==> config.mk <==
export PLATFORM = sky130hd
export DESIGN_NAME = ifu_fetch
export DESIGN_NICKNAME = d
export VERILOG_FILES = /design/src/rtl/ifu_fetch.sv
export SDC_FILE = /design/constraint.sdc
export NUM_CORES = 1
export LEC_CHECK = 0
export BUFFER_PORTS_ARGS = -buffer_cell sky130_fd_sc_hd__buf_4
export CAP_MARGIN = 20
export CELL_PAD_IN_SITES_DETAIL_PLACEMENT = 1
export CELL_PAD_IN_SITES_GLOBAL_PLACEMENT = 1
export CORE_ASPECT_RATIO = 0.9
export CORE_MARGIN = 3
export CORE_UTILIZATION = 43
export CTS_CLUSTER_DIAMETER = 60
export DETAILED_ROUTE_END_ITERATION = 7
export PLACE_DENSITY_LB_ADDON = 0.08
export SYNTH_ARGS = -nofsm -noshare
export SYNTH_HDL_FRONTEND = slang
export SYNTH_SLANG_ARGS = --single-unit
==> constraint.sdc <==
create_clock -name clk -period 7.64 [get_ports clk]
set_input_delay 1.528 -clock clk [delete_from_list [all_inputs] [get_ports clk]]
set_output_delay 1.528 -clock clk [all_outputs]
set_load 0.01 [all_outputs]
==> src/rtl/ifu_fetch.sv <==
// ifu_fetch: instruction fetch stage.
//   Owns the PC, drives the fetch address to instruction memory every cycle,
//   and captures the same-cycle instruction into a small FIFO that decode
//   drains over a valid/ready handshake. A redirect flushes the FIFO and
//   restarts fetch at redirect_pc.
//
// Ports:
//   clk, rst             clock (posedge) / asynchronous active-high reset
//   imem_addr (out)      fetch address, equals the PC register
//   imem_inst (in)       instruction for imem_addr, valid in the same cycle
//   dec_valid (out)      FIFO head valid
//   dec_ready (in)       decode accepts the head
//   dec_pc, dec_inst     head entry (zero while the FIFO is empty)
//   redirect (in)        flush the FIFO and restart fetch
//   redirect_pc (in)     new fetch PC
//   fetch_cnt (out)      number of instructions pushed into the FIFO (wraps)
//   misalign (out)       sticky misaligned-redirect flag
//
// Build option:
//   IFU_MISALIGN_CHK_EN  when defined, a redirect to a non-word-aligned PC
//                        sets misalign and halts fetch until reset. When
//                        undefined, redirect_pc[1:0] is forced to zero and
//                        misalign is tied low.
module ifu_fetch #(
  parameter int              XLEN   = 32,
  parameter int              INST_W = 32,
  parameter int              DEPTH  = 2,
  parameter logic [XLEN-1:0] PC_RST = 32'h8000_0000
) (
  input  logic              clk,
  input  logic              rst,
  output logic [XLEN-1:0]   imem_addr,
  input  logic [INST_W-1:0] imem_inst,
  output logic              dec_valid,
  input  logic              dec_ready,
  output logic [XLEN-1:0]   dec_pc,
  output logic [INST_W-1:0] dec_inst,
  input  logic              redirect,
  input  logic [XLEN-1:0]   redirect_pc,
  output logic [31:0]       fetch_cnt,
  output logic              misalign
);

  localparam int PW = $clog2(DEPTH);
  localparam int CW = PW + 1;
  localparam logic [XLEN-1:0] WORD_MASK = {{(XLEN-2){1'b1}}, 2'b00};

  logic [XLEN-1:0] pc_q, pc_d;
  logic [PW-1:0]   rd_q, rd_d, wr_q, wr_d;
  logic [CW-1:0]   cnt_q, cnt_d;
  logic [31:0]     fcnt_q, fcnt_d;
  logic            halted;
  logic            push, pop;

  // Entry storage is data only; validity is carried by cnt_q.
  logic [XLEN-1:0]   buf_pc   [DEPTH];
  logic [INST_W-1:0] buf_inst [DEPTH];

`ifdef IFU_MISALIGN_CHK_EN
  logic halt_q, halt_d;

  always_comb begin
    halt_d = halt_q;
    if (redirect && (redirect_pc[1:0] != 2'b00)) begin
      halt_d = 1'b1;
    end
  end

  always_ff @(posedge clk or posedge rst) begin
    if (rst) begin
      halt_q <= 1'b0;
    end else begin
      halt_q <= halt_d;
    end
  end

  assign halted   = halt_q;
  assign misalign = halt_q;
`else
  assign halted   = 1'b0;
  assign misalign = 1'b0;
`endif

  assign dec_valid = (cnt_q != '0);
  // A redirect discards the head, so decode must not see it consumed.
  assign pop       = dec_valid & dec_ready & ~redirect;
  // Full + pop frees a slot in the same cycle, so fetch keeps streaming.
  assign push      = ~redirect & ~halted & ((cnt_q < CW'(DEPTH)) | pop);

  assign imem_addr = pc_q;
  assign fetch_cnt = fcnt_q;
  assign dec_pc    = dec_valid ? buf_pc[rd_q]   : '0;
  assign dec_inst  = dec_valid ? buf_inst[rd_q] : '0;

  always_comb begin
    pc_d   = pc_q;
    rd_d   = rd_q;
    wr_d   = wr_q;
    cnt_d  = cnt_q;
    fcnt_d = fcnt_q;
    if (redirect) begin
      rd_d  = '0;
      wr_d  = '0;
      cnt_d = '0;
`ifdef IFU_MISALIGN_CHK_EN
      pc_d  = redirect_pc;
`else
      pc_d  = redirect_pc & WORD_MASK;
`endif
    end else begin
      if (push) begin
        wr_d   = wr_q + PW'(1);
        pc_d   = pc_q + XLEN'(4);
        fcnt_d = fcnt_q + 32'd1;
      end
      if (pop) begin
        rd_d = rd_q + PW'(1);
      end
      case ({push, pop})
        2'b10:   cnt_d = cnt_q + CW'(1);
        2'b01:   cnt_d = cnt_q - CW'(1);
        default: cnt_d = cnt_q;
      endcase
    end
  end

  always_ff @(posedge clk or posedge rst) begin
    if (rst) begin
      pc_q   <= PC_RST;
      rd_q   <= '0;
      wr_q   <= '0;
      cnt_q  <= '0;
      fcnt_q <= '0;
    end else begin
      pc_q   <= pc_d;
      rd_q   <= rd_d;
      wr_q   <= wr_d;
      cnt_q  <= cnt_d;
      fcnt_q <= fcnt_d;
    end
  end

  always_ff @(posedge clk) begin
    if (push) begin
      buf_pc[wr_q]   <= pc_q;
      buf_inst[wr_q] <= imem_inst;
    end
  end

endmodule

==> qor.csv, run 1 <==
stage;metric;value;unit
run_status;status;finished, final reports clean;
timing;Worst Tran Pin Value;0.991;ns
routing;Avg Vias per Cell;5.40;
synthesis;average size of a mapped cell;13.1;um^2
synthesis;number of library cell types mapped by synthesis;65;
clock_tree;Max H-tree Level;4;
synthesis;most common library cells after synthesis;edfxtp_1, nor2_1, dfrtp_1;
cells_and_area;n_diodes;0;
floorplan;Initial Util;0.446;
worst_hold_path;hold path cells;1;
clock_tree;Reg clk slew, reported paths;0.07;ns
placement;routability cong.;0.773;
synthesis;Primary FF master, synth;edfxtp_1;
pwr;Pwr per Cell Area;326;nW/um^2
floorplan;core area;18800;um^2
clock_tree;clock sink count;190;
global_route;initial antenna violation count;0;
cells_and_area;final net count;894;
floorplan;top-level I/O count;198;
timing;fmax;229;MHz
worst_setup_path;CP Class;flop to flop;
worst_setup_path;worst reg2reg startpoint;cnt_q[1];
timing;Sum Neg Setup Slack;0;ns
worst_hold_path;HP Start;fetch_cnt[31];
routing;Post-Route WL;21.2;mm
synthesis;Yosys top cell area share;0.445;
cells_and_area;share of layout cells above drive strength 1;0.300;
routing;initial drt markers;345;
timing;final setup fails;0;
worst_hold_path;Min-Delay Path Class;flop to flop;
timing;period utilisation layout;0.573;
placement;I/O Buffers;190;
global_route;vias in the first global route;6241;
timing;max_slew headroom;0.338;
routing;Final ANT Viol Nets;0;
timing;final hold slack;0.484;ns
worst_setup_path;startpoint types;flop;
timing;Tmin final;4.38;ns
placement;half-perimeter wire length after placement;14.2;mm
global_route;largest net degree at the start of global routing;67;
timing;final setup skew;0.0104;ns
synthesis;FFs w/ async S/R, synth;0.347;
synthesis;Synth area leader;edfxtp_1;
global_route;total congestion overflow;0;
timing;Slew Limit Fails;0;
worst_setup_path;setup slack, reg-to-reg;3.26;ns
floorplan;Die Y;138;um
cells_and_area;fin util;0.565;
synthesis;count leader, synth;edfxtp_1;
cells_and_area;fillers;1927;
synthesis;Synth Instances;640;
synthesis;Mapped Area;8360;um^2
global_route;first-pass GRT wire length;34.4;mm
worst_setup_path;Critical Path End Type;flop;
routing;DR DRC count;0;
floorplan;die footprint;21200;um^2
routing;Vias;5836;
clock_tree;CTS tree;yes;
pwr;P_int;2290;uW
pwr;clock group share of total power;0.260;
synthesis;Post-synth EDFFs;124;
synthesis;yosys warns;0;
floorplan;die width;153;um
pwr;Switching Power;1170;uW
clock_tree;post-CTS resize count;0;
pwr;sequential power share;0.427;
clock_tree;cts bufs inserted;17;
clock_tree;clock tree buffer depth;2;
timing;final hold vios;0;
synthesis;top cells by area, synth;edfxtp_1, dfrtp_1, mux2i_1;
flow_run;MaxCap Viol Count;0;
pwr;worst vdd ir;0.210;mV
routing;drt wl/cell;19.6;um
floorplan;row count;47;
cells_and_area;area delta synth->final;26.8;%
worst_setup_path;critical path arrival;4.43;ns
clock_tree;Hold Buf Count CTS;0;
clock_tree;Setup Buffers After CTS;0;
routing;first drt pass iteration count;4;
pwr;Comb pwr share;0.313;
timing;RSZ-0062 raised after global routing;no;
worst_setup_path;Max Fanout on Critical Path;62;
global_route;GRT Overall Usage;0.203;
clock_tree;clk_lat worst skew;0.43;ns
worst_setup_path;WP data required;7.70;ns
worst_hold_path;worst hold endpoint;fetch_cnt[31];
pwr;LEAKAGE;0.00417;uW
pwr;switch share;0.338;
worst_setup_path;worst reg2reg path endpoint;buf_inst[0][9];
synthesis;flops & latches, synth;190;
synthesis;sequential share of the synthesized area;0.643;
clock_tree;CTS Root Cell;clkbuf_16;
worst_setup_path;FF-to-FF path depth;7;
[metrics by stage]
step | total power (uW) | setup WS (ns) | cells | instance area (um^2)
CTS | 3500 | 3.22 | 1080 | 10600
finish | 3460 | 3.26 | 1081 | 10600
floorplan | 2070 | 2.16 | 644 | 8380
global placement | 2550 | 3.46 | 1048 | 9990
global route | 3640 | 2.97 | 1081 | 10600
detailed placement | 2600 | 3.26 | 1048 | 9990
[per-layer routing]
metal	routed length, um	global-route usage	vias to the layer above	part of all wire
li1	-	-	2721	-
met1	8910	0.256	2963	0.42
met2	11000	0.354	136	0.52
met3	1100	0.0531	16	0.052
met4	198	0.0450	0	0.0093
met5	0	0	-	0
[worst max-delay path by stage]
stage / startpoint / endpoint / slack (ns) / depth (start not counted)
final: cnt_q[1] / buf_inst[0][9] / 3.26 / 7
after global routing: cnt_q[1] / buf_inst[0][6] / 2.97 / 7
after CTS: cnt_q[1] / buf_inst[0][4] / 3.22 / 7
after detailed placement: cnt_q[1] / buf_inst[0][5] / 3.26 / 7
after global placement: cnt_q[1] / buf_pc[0][13] / 3.46 / 7
after floorplan: dec_ready / buf_inst[0][0] / 2.16 / 4
[final cells by class]
cell class	count	area, um^2	area share
clock buffers	18	439	0.0414
clock inverters	14	150	0.0142
inverters	17	63.8	0.00602
multi-input cells	402	2780	0.262
flip-flops and latches	190	5380	0.507
well taps	245	307	0.0289
repair buffers	195	1480	0.140
[power groups by stage]
stage,combinational (uW),sequential (uW),clock [uW]
final,1080,1480,898
after global routing,1180,1500,960
after CTS,1050,1530,914
after detailed placement,1050,1550,0
after global placement,1020,1530,0
after floorplan,613,1460,0
[worst max-delay path, cell delays in order (launching register included)]
cell	delay, ns
dfrtp_1	0.96
inv_1	0.15
ha_2	0.37
buf_4	0.36
nand2b_1	0.47
a21oi_1	0.64
nor2b_4	0.25
buf_4	0.68
[logic make-up (layout without fill, tap and decap cells)]
| logic type | Yosys count | in the layout | share of synthesized area |
|---|---|---|---|
| simple gates | 225 | 225 | 0.141 |
| fa+ha+maj | 3 | 3 | 0.00449 |
| xor+xnor | 41 | 41 | 0.0430 |
| flops | 190 | 190 | 0.643 |
| other cells | 1 | 5 | 0.000449 |
| compound gates | 63 | 63 | 0.0612 |
| buf+inv | 52 | 244 | 0.0284 |
| mux | 65 | 65 | 0.0780 |
[cells in the final DEF (no fill, tap or decap), types with 3 or more instances in the layout]
cell        Yosys  final
a31oi_1         7      7
xnor2_1        39     39
edfxtp_1      124    124
nor2b_1         4      3
a211oi_1        4      3
nand2_1        36     36
inv_1          16     15
nand3_1        24     24
a21oi_1         7      7
a211o_1         6      6
and4_1         10     10
buf_4           5    194
mux2i_1        64     64
dfrtp_1        65     64
conb_1          1      5
clkinvlp_4      0      3
and3_1          5      5
inv_8           0      6
clkbuf_16       0     17
a311o_1         3      3
nand4_1        28     28
nand3b_1        3      3
nor2_1         86     86
and2_1          5      4
o21ai_0        12     12
[state kept, by name, indices dropped and copies added, names as in the netlist]
signal     flops
buf_pc        60
fetch_cnt     32
rd_q           1
wr_q           1
imem_addr     30
cnt_q          2
buf_inst      64
No activity file was read; power rests on OpenSTA's default activity.
==> run 2: changes to the inputs <==
==> constraint.sdc (replaced) <==
create_clock -name clk -period 4.35 [get_ports clk]
set_input_delay 0.87 -clock clk [delete_from_list [all_inputs] [get_ports clk]]
set_output_delay 0.87 -clock clk [all_outputs]
set_load 0.01 [all_outputs]
==> qor.csv, run 2 (synthesis gave the netlist of run 1 again) <==
stage;metric;value;unit;change
clock_tree;post-CTS resize count;0;;unchanged
pwr;switch share;0.329;;-0.00922
clock_tree;cts bufs inserted;17;;unchanged
timing;final setup fails;0;;unchanged
global_route;first-pass GRT wire length;33.9;mm;-1.5%
placement;I/O Buffers;190;;unchanged
floorplan;Die Y;138;um;unchanged
cells_and_area;Reg with most FFs;buf_inst;;
cells_and_area;share of layout cells above drive strength 1;0.306;;+0.00535
routing;drt wl/cell;19.5;um;-0.57%
worst_setup_path;crit path cell chain;inv_1 -> ha_2 -> buf_4 -> nor2_1 -> buf_4;;
pwr;LEAKAGE;0.00422;uW;+1.2%
pwr;Pwr per Cell Area;578;nW/um^2;+77%
routing;Avg Vias per Cell;5.39;;-0.19%
global_route;largest net degree at the start of global routing;64;;-4.5%
global_route;GRT Overall Usage;0.201;;-0.00150
timing;Sum Neg Setup Slack;0;ns;unchanged
cells_and_area;max FFs per register;64;;unchanged
worst_setup_path;WP data required;3.48;ns;-4.22 ns
floorplan;row count;47;;unchanged
worst_hold_path;hold path cells;1;;unchanged
routing;Post-Route WL;21.2;mm;-0.11%
cells_and_area;final net count;899;;+0.56%
clock_tree;clock sink count;190;;unchanged
clock_tree;clk_lat worst skew;0.44;ns;about the same
worst_setup_path;startpoint types;flop;;
clock_tree;CTS Root Cell;clkbuf_16;;
clock_tree;Reg clk slew, reported paths;0.07;ns;about the same
global_route;vias in the first global route;6288;;+0.75%
flow_run;MaxCap Viol Count;0;;unchanged
run_status;status;finished, final reports clean;;
cells_and_area;most common cell after layout, fill and taps aside;buf_4;;
worst_setup_path;Crit path top cell by count;buf_4;;
worst_setup_path;slowest cell on the critical path;ha_2;;
timing;fmax;316;MHz;
timing;Worst Tran Pin Value;0.994;ns;+0.00298 ns
pwr;clock group share of total power;0.269;;+0.009
placement;half-perimeter wire length after placement;14.4;mm;+1.6%
floorplan;die width;153;um;unchanged
worst_setup_path;CP Class;flop to primary output;;
pwr;P_int;4150;uW;+82%
clock_tree;Max H-tree Level;4;;unchanged
timing;RSZ-0062 raised after global routing;no;;
global_route;initial antenna violation count;0;;unchanged
worst_setup_path;WP depth;5;;-2
cells_and_area;fin util;0.570;;+0.00500
cells_and_area;Final Non-Filler Cells;1086;;+0.46%
routing;initial drt markers;363;;+5.2%
cells_and_area;n_diodes;0;;unchanged
floorplan;core area;18800;um^2;unchanged
pwr;Comb pwr share;0.314;;about the same
timing;period utilisation layout;0.729;;
routing;DR DRC count;0;;unchanged
timing;final setup skew;0.0120;ns;+0.00157 ns
worst_setup_path;FF-to-FF path depth;6;;-1
worst_hold_path;Min-Delay Path Class;flop to flop;;
global_route;total congestion overflow;0;;unchanged
routing;first drt pass iteration count;4;;unchanged
timing;final hold vios;0;;unchanged
clock_tree;Setup Buffers After CTS;0;;unchanged
placement;routability cong.;0.787;;+1.8%
pwr;worst vdd ir;0.348;mV;+66%
clock_tree;clock tree buffer depth;2;;unchanged
timing;max_slew headroom;0.336;;-0.00199
timing;Slew Limit Fails;0;;unchanged
routing;Vias;5852;;+0.27%
worst_setup_path;worst stage delay on the critical path;0.62;ns;-0.34 ns
floorplan;die footprint;21200;um^2;unchanged
worst_setup_path;critical path arrival;2.30;ns;-2.13 ns
cells_and_area;area delta synth->final;27.9;%;
floorplan;top-level I/O count;198;;unchanged
clock_tree;Hold Buf Count CTS;0;;unchanged
worst_setup_path;Max Fanout on Critical Path;35;;-44%
routing;Final ANT Viol Nets;0;;unchanged
placement;placed cell count;1053;;+0.48%
floorplan;Initial Util;0.446;;unchanged
clock_tree;CTS tree;yes;;
pwr;sequential power share;0.416;;-0.011
timing;Tmin final;3.17;ns;
worst_setup_path;Critical Path End Type;primary output;;
cells_and_area;most frequent cells in the layout;buf_4, edfxtp_1, nor2_1, mux2i_1, dfrtp_1;;
pwr;Switching Power;2030;uW;+74%
worst_setup_path;Buf/Inv on CP;3;;unchanged
worst_setup_path;CP delay by family, top;buffers and inverters;;
worst_setup_path;setup slack, reg-to-reg;1.34;ns;-1.92 ns
==> run 2: layout make-up <==
| cell class | instances | area [um^2] |
|---|---|---|
| Multi-Input combinational cell | 402 | 2780 |
| Tap cell | 245 | 307 |
| Clock inverter | 14 | 195 |
| Timing Repair Buffer | 200 | 1530 |
| Inverter | 17 | 63.8 |
| Fill cell | 1918 | 8060 |
| Clock buffer | 18 | 439 |
| Sequential cell | 190 | 5380 |
==> run 2: worst paths after layout <==
| kind | startpoint | end |
|---|---|---|
| setup / recovery | cnt_q[0] | dec_inst[23] |
| hold / removal | fetch_cnt[31] | fetch_cnt[31] |
| setup reg to reg | cnt_q[0] | buf_pc[0][13] |
| hold reg to reg | fetch_cnt[31] | fetch_cnt[31] |
| max in group asynchronous | rst | fetch_cnt[29] |
| min in group asynchronous | rst | fetch_cnt[1] |
==> run 2: power by group through the flow <==
stage | Combinational, uW | Clock [uW] | Sequential [uW]
floorplan | 1080 | 0 | 2550
global placement | 1850 | 0 | 2650
detailed placement | 1890 | 0 | 2680
CTS | 1900 | 1700 | 2650
global route | 2130 | 1770 | 2620
finish | 1940 | 1670 | 2570
==> run 2: worst register-to-register path, stage by stage (launching register included) <==
cell and delay [ns]:
dfrtp_1 0.36, inv_1 0.07, ha_2 0.40, nand2b_1 0.27
a21oi_1 0.50, nor2b_4 0.60, buf_4 0.46
==> run 2: per-layer routing <==
layer  track usage  vias to the layer above  routed length [um]
met5             0                        -                   0
li1              -                     2723                   -
met4        0.0633                        0                 320
met3        0.0509                       26                1020
met1         0.249                     2957                8930
met2         0.349                      146               10900
==> run 2: through the flow <==
step	power (uW)	hold slack [ns]	worst slack, ns	instance area [um^2]
after CTS	6250	0.493	1.10	10700
after detailed placement	4570	0.474	1.20	10000
after global routing	6530	0.508	0.963	10700
after floorplan	3630	0.507	0.218	8380
final	6190	0.493	1.18	10700
after global placement	4500	0.467	1.27	10000
